===== config.mk =====
export PLATFORM = sky130hd
export DESIGN_NAME = fphub_adder_pipe
export DESIGN_NICKNAME = d
export VERILOG_FILES = /design/src/rtl/fphub_adder_pipe.sv
export SDC_FILE = /design/constraint.sdc
export NUM_CORES = 1
export LEC_CHECK = 0
export CAP_MARGIN = 10
export CORE_MARGIN = 4
export CORE_UTILIZATION = 45
export DETAILED_ROUTE_END_ITERATION = 10
export PLACE_DENSITY = 0.68
export SLEW_MARGIN = 20
export SYNTH_ARGS = -nofsm -noshare
export SYNTH_HDL_FRONTEND = slang
export SYNTH_SLANG_ARGS = --single-unit

===== constraint.sdc =====
create_clock -name clk -period 5.3 [get_ports clk]
set_input_delay 0.53 -clock clk [delete_from_list [all_inputs] [get_ports clk]]
set_output_delay 0.53 -clock clk [all_outputs]
set_load 0.005 [all_outputs]

===== src/rtl/fphub_adder_pipe.sv =====
// Three-stage pipelined HUB floating-point adder/subtractor with valid/ready handshake.
// Define FPHUB_DEBUG_EN to expose registered internal datapath taps (dbg_* outputs).
module fphub_adder_pipe #(
  parameter int unsigned M = 4,
  parameter int unsigned E = 4
) (
  input  logic             clk,
  input  logic             rst,
  input  logic             in_valid,
  output logic             in_ready,
  input  logic             op_sub,
  input  logic [E+M:0]     X,
  input  logic [E+M:0]     Y,
  output logic             out_valid,
  input  logic             out_ready,
  output logic [E+M:0]     Z,
  output logic             ovf,
  output logic             unf
`ifdef FPHUB_DEBUG_EN
  ,
  output logic [E:0]             dbg_ez,
  output logic [$clog2(M+3)-1:0] dbg_lz,
  output logic                   dbg_sub,
  output logic [M+2:0]           dbg_major,
  output logic [M+2:0]           dbg_minor
`endif
);

  localparam int unsigned W  = E + M + 1;
  localparam int unsigned XW = M + 3;
  localparam int unsigned DW = $clog2(M + 4);
  localparam int unsigned LW = $clog2(M + 3);

  logic advance;
  assign advance  = out_ready | ~out_valid;
  assign in_ready = advance;

  // Stage 1: unpack and compare
  logic          sy_eff, x_zero, y_zero, y_maj;
  logic [E+M-1:0] kx, ky;
  logic [E-1:0]  emaj_c, emin_c, ediff;
  logic [M-1:0]  mmaj_c, mmin_c;
  logic [DW-1:0] d_c;

  always_comb begin
    sy_eff = Y[W-1] ^ op_sub;
    x_zero = (X[W-2:M] == '0);
    y_zero = (Y[W-2:M] == '0);
    // Zero operands compare as the smallest key regardless of their mantissa field
    kx     = x_zero ? '0 : X[W-2:0];
    ky     = y_zero ? '0 : Y[W-2:0];
    y_maj  = (ky > kx);
    emaj_c = y_maj ? Y[W-2:M] : X[W-2:M];
    emin_c = y_maj ? X[W-2:M] : Y[W-2:M];
    mmaj_c = y_maj ? Y[M-1:0] : X[M-1:0];
    mmin_c = y_maj ? X[M-1:0] : Y[M-1:0];
    ediff  = emaj_c - emin_c;
    if (int'(ediff) > int'(M) + 3) d_c = DW'(M + 3);
    else                           d_c = DW'(ediff);
  end

  logic          v1, s1, sub1, majz1, minz1;
  logic [E-1:0]  e1;
  logic [M-1:0]  mmaj1, mmin1;
  logic [DW-1:0] d1;

  always_ff @(posedge clk or posedge rst) begin
    if (rst) begin
      v1 <= 1'b0; s1 <= 1'b0; sub1 <= 1'b0; majz1 <= 1'b0; minz1 <= 1'b0;
      e1 <= '0; mmaj1 <= '0; mmin1 <= '0; d1 <= '0;
    end else if (advance) begin
      v1    <= in_valid;
      s1    <= y_maj ? sy_eff : X[W-1];
      sub1  <= X[W-1] ^ sy_eff;
      majz1 <= y_maj ? y_zero : x_zero;
      minz1 <= y_maj ? x_zero : y_zero;
      e1    <= emaj_c;
      mmaj1 <= mmaj_c;
      mmin1 <= mmin_c;
      d1    <= d_c;
    end
  end

  // Stage 2: align and add
  logic [XW-1:0] maj_a, min_a, sum_c;

  always_comb begin
    maj_a = {2'b01, mmaj1, 1'b1};
    min_a = minz1 ? '0 : ({2'b01, mmin1, 1'b1} >> d1);
    if (majz1)     sum_c = '0;
    else if (sub1) sum_c = maj_a - min_a;
    else           sum_c = maj_a + min_a;
  end

  logic          v2, s2;
  logic [E-1:0]  e2;
  logic [XW-1:0] sum2;
`ifdef FPHUB_DEBUG_EN
  logic          sub2;
  logic [XW-1:0] maj2, min2;
`endif

  always_ff @(posedge clk or posedge rst) begin
    if (rst) begin
      v2 <= 1'b0; s2 <= 1'b0; e2 <= '0; sum2 <= '0;
`ifdef FPHUB_DEBUG_EN
      sub2 <= 1'b0; maj2 <= '0; min2 <= '0;
`endif
    end else if (advance) begin
      v2   <= v1;
      s2   <= s1;
      e2   <= e1;
      sum2 <= sum_c;
`ifdef FPHUB_DEBUG_EN
      sub2 <= sub1;
      maj2 <= maj_a;
      min2 <= min_a;
`endif
    end
  end

  // Stage 3: normalise and pack
  logic          carry, ovf_c, unf_c;
  logic [LW-1:0] lz;
  logic [E+1:0]  ez;
  logic [M-1:0]  mant_c;
  logic [W-1:0]  z_c;

  always_comb begin
    carry = sum2[XW-1];
    lz    = '0;
    for (int i = 0; i <= int'(M) + 1; i++) begin
      if (sum2[i]) lz = LW'(int'(M) + 1 - i);
    end
    // ez is two's complement, wide enough for both Emax+1 and the most negative Emaj-lz
    if (carry) ez = {2'b00, e2} + (E+2)'(1);
    else       ez = {2'b00, e2} - (E+2)'(lz);
    mant_c = carry ? sum2[M+1:2] : M'((sum2 << lz) >> 1);
    ovf_c  = 1'b0;
    unf_c  = 1'b0;
    if (sum2 == '0) begin
      z_c = '0;
    end else if (!ez[E+1] && ez[E]) begin
      z_c   = {s2, {(E+M){1'b1}}};
      ovf_c = 1'b1;
    end else if (ez[E+1] || ez == '0) begin
      z_c   = '0;
      unf_c = 1'b1;
    end else begin
      z_c = {s2, ez[E-1:0], mant_c};
    end
  end

  always_ff @(posedge clk or posedge rst) begin
    if (rst) begin
      out_valid <= 1'b0; Z <= '0; ovf <= 1'b0; unf <= 1'b0;
`ifdef FPHUB_DEBUG_EN
      dbg_ez <= '0; dbg_lz <= '0; dbg_sub <= 1'b0; dbg_major <= '0; dbg_minor <= '0;
`endif
    end else if (advance) begin
      out_valid <= v2;
      Z         <= v2 ? z_c : '0;
      ovf       <= v2 & ovf_c;
      unf       <= v2 & unf_c;
`ifdef FPHUB_DEBUG_EN
      dbg_ez    <= ez[E:0];
      dbg_lz    <= carry ? '0 : lz;
      dbg_sub   <= sub2;
      dbg_major <= maj2;
      dbg_minor <= min2;
`endif
    end
  end

endmodule


==> After elaboration in Yosys (flattened, before gate mapping) <==
Cells that the tools add are included.
{ "totals": {"mem_bits_rw": 0, "reg_bits": 45, "latch_bits": 0, "mem_bits_ro": 0, "mem_count": 0} }
{ "classes": {"magnitude_cmp": 2, "bitwise": 6, "muxes": 30, "shift": 2, "div_mod_pow": 0, "eq_ne": 0, "mul": 0, "add_sub_neg": 5, "n_reduce_logical": 7} }
{ "ops": {"columns": ["op", "n"], "rows": [
  ["$mux W9", 4],
  ["$mux W3", 7],
  ["$mux W7", 3],
  ["$mux W4", 5],
  ["$mux W8", 2],
  ["$gt A8 B8 Y1", 1],
  ["$logic_not A4 Y1", 2],
  ["$mux W1", 8],
  ["$add A6 B7 Y7", 1],
  ["$logic_not A7 Y1", 1],
  ["$shl A7 B3 Y5", 1],
  ["$shr A6 B3 Y7", 1],
  ["$sub A6 B7 Y7", 1],
  ["$logic_not A6 Y1", 1],
  ["$mux W6", 1],
  ["$add A4 B1 Y5 const B", 1],
  ["$sub A4 B3 Y5", 1],
  ["$gt A4 B3 Y1 const B", 1],
  ["$sub A4 B4 Y4", 1],
  ["$and A1 B1 Y1", 2],
  ["$xor A1 B1 Y1", 2],
  ["$logic_and A1 B1 Y1", 1],
  ["$logic_not A1 Y1", 1],
  ["$logic_or A1 B1 Y1", 1],
  ["2 further kinds", 2]
]} }

==> Logic depth before layout (Yosys ltp) <==
{ "logic_depth": {"ltp_word": 14, "ltp_mapped": 15, "mapped_depth_nobuf": 15} }

==> Worst setup path before layout <==
OpenSTA, ideal clock, no wires.
{ "synth_timing": {"kind": "input -> register", "startpoint": "in Y[7]", "endpoint": "reg d1[2]", "setup_slack_ps": 1803, "setup_ps": 88, "cell_stages": 12, "t_arrival_ps": 3409, "cell_sequence": "nor4_1 -> nor2b_1 -> ha_1 -> nor2b_1 -> o211ai_1 -> a21oi_1 -> o22ai_2 -> buf_4 -> mux2_2 -> ha_1 -> or4_1 -> a41oi_1"} }
{ "synth_between": {"elab_chain_len": 7} }
{ "synth_lines": {"columns": ["item", "line", "rtl"], "rows": [
  ["start, declared", "13", "input logic [E+M:0] Y,"],
  ["$logic_not A4 Y1", "48", "y_zero = (Y[W-2:M] == '0);"],
  ["$mux W8", "51", "ky = y_zero ? '0 : Y[W-2:0];"],
  ["$gt A8 B8 Y1", "52", "y_maj = (ky > kx);"],
  ["$mux W4, on equally long branches", "53, 54", null],
  ["$sub A4 B4 Y4 *", "57", "ediff = emaj_c - emin_c;"],
  ["$gt A4 B3 Y1", "58", "if (int'(ediff) > int'(M) + 3) d_c = DW'(M + 3);"],
  ["$mux W3 *", "58", null],
  ["end signal, assigned", "70", "e1 <= '0; mmaj1 <= '0; mmin1 <= '0; d1 <= '0;"],
  ["end signal, assigned", "80", "d1 <= d_c;"],
  ["end, declared", "65", "logic [DW-1:0] d1;"]
]} }
Mark *: on every way between the ends. The rest lies on a longest branch, timed or not.
A chain may end at the register's enable or synchronous reset.

==> Final worst setup path <==
{ "layout_timing": {"startpoint": "in Y[6]", "endpoint": "reg d1[2]"} }
The elaborated chain is that of the path after synthesis.

==> qor.yml <==
drv_cap: 0
reg2reg_depth: 14
wl_per_cell_um: 13.1
wl_um: 6570
async_reset_ff_share_pct: 100
syn_area_um2: 3220
dp_cells: 492
min_path_type: "register to register"
worst-path-buf-inv: 2
hpwlAfterDp_um: 4990
synth_edf_count: 0
fillers: 650
status: "completed"
path_depth: 13
grt_max_degree: 57
ys_ff_latch: 45
postCtsSetupRepairBufs: 0
syn_nets: 428
critPathArrivalTime_ns: 3.73
worst_clock_skew_ns: 0.00543
cp_max_fo: 6
yosysSeqAreaShare_pct: 35.0
drive_gt1_share_pct: 6.19
nets: 450
final_cells: 500
required_ns: 5.52
placed_cell_area_um2: 3610
grtUsageTotal_pct: 16.5
whs_ns: 0.480
yosysWarnings: 0
rows: 30
rsz0062_at_grt: "no"
end_kind: "register"
cts_root_buf: "clkbuf_8"
ys_types: 47
grt_pass1_vias: 2549
avgSynthCellArea_um2: 8.45
hold_violations: 0
diodes: 0
coreArea_um2: 6870
gp_congestion: 0.804
min_period_ns: 3.52
io-pin-count: 36
fp.dieH_um: 92.6
min_delay_path_depth: 2
period_share_pct: 66.3
design_area_um2: 3700
max_freq_mhz: 284
ant_nets: 0
dieArea_um2: 8570
drt_first_pass_iters: 4
tightest_slew_ns: 0.607
grt_overflow: 0
drv_slew: 0
slowest_delay_ns: 0.52
numCtsBuffers: 5
syn2layout_area_growth_pct: 15.1
worstSetupPathType: "input pin to register"
drt_iter0_markers: 110
cts.reportedPaths.clkPinSlew_ns: 0.09
cellPowerDensity_nw_per_um2: 452
vias: 2656
grt_antenna_before_repair: 0
crit_path_cell_trace: "clkdlybuf4s50_1 > nor4_1 > buf_4 > nor2b_1 > ha_1 > nor2b_1 > o211ai_1 > a21oi_1 > o22ai_2 > mux2_2 > ha_1 > or4_1 > a41oi_1"
numClockSinks: 45
finalSetupTns_ns: 0
vdd_drop_max_v: 0.000174
cts_tree: "yes"
via_per_inst: 5.31
ctsHoldBuffers: 0
start_util_pct: 46.8
grt_pass1_wl_um: 11600
insertion_delay_ns: 0.30
slew_headroom_pct: 59.5
setup-violations-final: 0
ctsHtreeMaxLevel: 2
drc_errors: 0
cpLargestDelayFamily: "simple AND/OR/NAND/NOR gates"
cpMaxStageDelayCell: "clkdlybuf4s50_1"
portBuffers: 35
clockBufferDepth: 2
cts_resized: 0
power_leakage_nw: 1.67
syn_inst: 381
die_w_um: 92.6
critPathLaunchType: "input pin"
ys.flop_type: "dfrtp_1"
-- metrics by stage --
step	total power [mW]	setup slack [ns]	utilization, %
floorplan	1.24	1.80	-
global placement	1.44	1.52	52.6
detailed placement	1.46	1.44	52.6
CTS	1.69	1.78	53.9
global route	1.84	1.61	53.9
finish	1.67	1.78	53.9
-- cell usage after synthesis (3+ instances only) --
| cell type | count | area [um2] |
|---|---|---|
| xor2_1 | 5 | 43.8 |
| nand2_1 | 62 | 233 |
| nor2b_1 | 14 | 87.6 |
| fa_1 | 3 | 60.1 |
| dfrtp_1 | 45 | 1130 |
| inv_1 | 22 | 82.6 |
| o22ai_1 | 4 | 25.0 |
| o31ai_1 | 6 | 45.0 |
| ha_1 | 21 | 263 |
| nor3_1 | 4 | 20.0 |
| o21ai_0 | 31 | 155 |
| a31oi_1 | 3 | 18.8 |
| o211ai_1 | 3 | 22.5 |
| a21oi_1 | 20 | 100 |
| nor2_1 | 35 | 131 |
| buf_2 | 3 | 15.0 |
| nand2b_1 | 3 | 18.8 |
| a22o_1 | 8 | 70.1 |
| mux2_2 | 3 | 33.8 |
| xnor2_1 | 7 | 61.3 |
| a211oi_1 | 5 | 37.5 |
| mux2i_1 | 17 | 170 |
| nand4_1 | 5 | 31.3 |
| clkbuf_1 | 17 | 63.8 |
-- kinds of logic (layout without fill, tap and decap cells) --
kind of cell,after synthesis,in the layout,synth area share (%)
AND/OR/NAND/NOR,136,136,19.1
AO/OA/AOI/OAI,97,97,19.8
buffers and inverters,46,69,6.18
flip-flops,45,45,35.0
adder cells (fa/ha/maj),25,25,10.4
multiplexers,20,20,6.34
XOR/XNOR,12,12,3.27
-- power by group --
group / total (mW) / switching, mW / internal (mW) / leakage, nW
Clock: 0.220 / 0.125 / 0.0952 / 0.0447
Combinational: 0.850 / 0.442 / 0.407 / 1.07
Sequential: 0.602 / 0.150 / 0.453 / 0.557
Total: 1.67 / 0.717 / 0.955 / 1.67
-- flip-flops by register name (all words and copies together), names as in the netlist --
| name | count |
|---|---|
| e2 | 4 |
| unf | 1 |
| out_valid | 1 |
| sum2 | 7 |
| s1 | 1 |
| e1 | 4 |
| v2 | 1 |
| d1 | 3 |
| sub1 | 1 |
| mmaj1 | 4 |
| v1 | 1 |
| Z | 9 |
| minz1 | 1 |
| ovf | 1 |
| majz1 | 1 |
| s2 | 1 |
| mmin1 | 4 |
-- layer usage --
layer | track usage, % | part of all wire (%)
met4 | 5.57 | 1.8
met5 | 0 | 0
met1 | 23.2 | 49
met2 | 25.6 | 45
met3 | 2.76 | 3.5
-- tightest hold or removal path, stage by stage, from the launching register on --
cell and delay (ns):
dfrtp_1 0.35, nand2_1 0.05, nand2_1 0.05
-- cells in the final DEF, fill, tap and decap left out, drive strengths merged, types with 7 or more instances in the layout --
| cell | n |
|---|---|
| inv | 22 |
| nor2 | 36 |
| a21oi | 20 |
| nor2b | 14 |
| o21ai | 31 |
| nand2 | 62 |
| clkdlybuf4s50 | 35 |
| mux2i | 17 |
| xnor2 | 7 |
| a22o | 8 |
| dfrtp | 45 |
| ha | 21 |
-- final timing paths --
path / startpoint / to / slack, ns
min in group asynchronous: rst / sum2[0] / 0.67
worst max-delay path: Y[6] / d1[2] / 1.78
worst min register to register: v1 / v1 / 0.48
max in group asynchronous: rst / mmaj1[1] / 4.24
worst min-delay path: v1 / v1 / 0.48
worst max register to register: sum2[1] / Z[4] / 2.30
-- final cells by class --
cell class,count,area (um2),share of cell area [%]
Clock inverter,3,25.0,0.676
Tap cell,96,120,3.24
Clock buffer,5,68.8,1.86
Inverter,22,82.6,2.23
Timing Repair Buffer,39,380,10.3
Multi-Input combinational cell,290,1900,51.3
Sequential cell,45,1130,30.4
Power figures use the tool's default switching activity.
==> edit (same settings) <==
Add a define of `FPHUB_DEBUG_EN`.
--- a/src/rtl/fphub_adder_pipe.sv
+++ b/src/rtl/fphub_adder_pipe.sv
@@ -1,5 +1,7 @@
 // Three-stage pipelined HUB floating-point adder/subtractor with valid/ready handshake.
 // Define FPHUB_DEBUG_EN to expose registered internal datapath taps (dbg_* outputs).
+`define FPHUB_DEBUG_EN
+
 module fphub_adder_pipe #(
   parameter int unsigned M = 4,
   parameter int unsigned E = 4
Formal check against the unedited RTL (old outputs only; new: dbg_ez, dbg_lz, dbg_major, dbg_minor and dbg_sub): equivalent (equiv_simple and equiv_induct, registers matched by name and starting in step).
==> edit against the original RTL <==
Sequential cell count grew 32. Sequential power grew 66%. Sequential share of layout area up 6.7 points. Worst setup slack got worse by 0.18 ns. Area after synthesis rose by 36%. Worst hold slack got worse by 0.014 ns. First-iteration DRC count is 10% higher. Wire length increased by 44%. Fmax shrank 5.0%. Power up 54%. Die area increased by 33%. Design area is 40% higher.
==> edit: results (changes against the original RTL) <==
The leakage power summed over all cells was 0.00243 uW (+45%); the instance area at placement was 4990 um^2 (+38%). Average size of a mapped cell: 8.76 um^2 (+3.7%). For the number of buffers created by CTS, the log shows 9 (+4).

The largest net degree at the start of global routing is 96 (+68%), and the number of different library cells in the post-synthesis netlist is 52 (+11%). The depth of the worst register-to-register path came out at 13 (-1). The most critical setup path has its startpoint at Y[5]. The tools report the arrival time reported for the critical path endpoint as 3.89 ns (+0.16 ns). The proportion of synthesized chip area in sequential cells was 43.9% (+8.9 points). The global-route wire length before repair was 16.5 mm (+42%); the count of H-tree levels built during CTS was 3 (+1). The maximum fanout along the worst path came out at 18 (+12). For the filler cell count in the final layout, the log shows 920 (+42%). The number of global-route vias before repair was 3407 (+34%); the HPWL reported at the end of detailed placement was 6.95 mm (+39%). The placer's final routability congestion estimate was 0.888 (+10%); the share of cells above drive strength 1 was 5.89% (-0.29 points). The tools report the max-slew headroom at the worst pin as 42.7% (-17 points). The tools report the peak supply drop as 188 uV (+8.1%). The tools report the endpoint of the lowest-slack register-to-register path as Z[7].

The minimum setup slack among reg-to-reg paths came out at 2.18 ns (-0.12 ns). The violation count after the first detailed-routing iteration is 121 (+10%). The path with the worst hold slack has its endpoint at dbg_minor[4]. The flow ran to the end, and the final reports show no timing, DRC or antenna violations.
-- edit: cell types whose count changed in the layout (fill, tap and decap cells not counted), moves of 4 or more --
cell and change:
sky130_fd_sc_hd__o21ai_0 +11, sky130_fd_sc_hd__clkdlybuf4s50_1 +21, sky130_fd_sc_hd__a22o_1 -4, sky130_fd_sc_hd__a31oi_1 +4
sky130_fd_sc_hd__o22ai_1 -4, sky130_fd_sc_hd__clkbuf_8 +6, sky130_fd_sc_hd__dfrtp_1 +32, sky130_fd_sc_hd__nand2_1 +59
sky130_fd_sc_hd__nand2b_1 +4, sky130_fd_sc_hd__a221o_1 +6, sky130_fd_sc_hd__nor2b_1 -6
-- edit: per-layer routing --
| metal | vias up | GRT usage [%] | share of wire [%] | wire length, um |
|---|---|---|---|---|
| li1 | 1767 | - | - | - |
| met1 | 1652 | 24.7 | 48 | 4520 |
| met4 | 0 | 5.21 | 0.80 | 76 |
| met2 | 72 | 28.6 | 48 | 4500 |
| met3 | 4 | 3.07 | 3.9 | 372 |
| met5 | - | 0 | 0 | 0 |
-- edit: area by class of cell --
class	instances	area (um^2)	share of cell area, %
tap	129	161	3.10
timing repair buffer	59	583	11.2
clock inverter	5	58.8	1.13
multi-input combinational	368	2230	42.9
sequential	77	1930	37.1
inverter	23	86.3	1.66
clock buffer	11	151	2.91
-- edit: cell families (layout without fill, tap and decap cells) --
kind of cell	count (synthesis)	count (layout)	synth area share (%)
adder cells (fa/ha/maj)	27	27	8.10
multiplexers	18	18	4.19
XOR/XNOR	16	16	3.19
buffers and inverters	57	98	5.50
AND/OR/NAND/NOR	195	195	19.1
other	1	2	0.0855
flip-flops	77	77	43.9
AO/OA/AOI/OAI	110	110	15.9
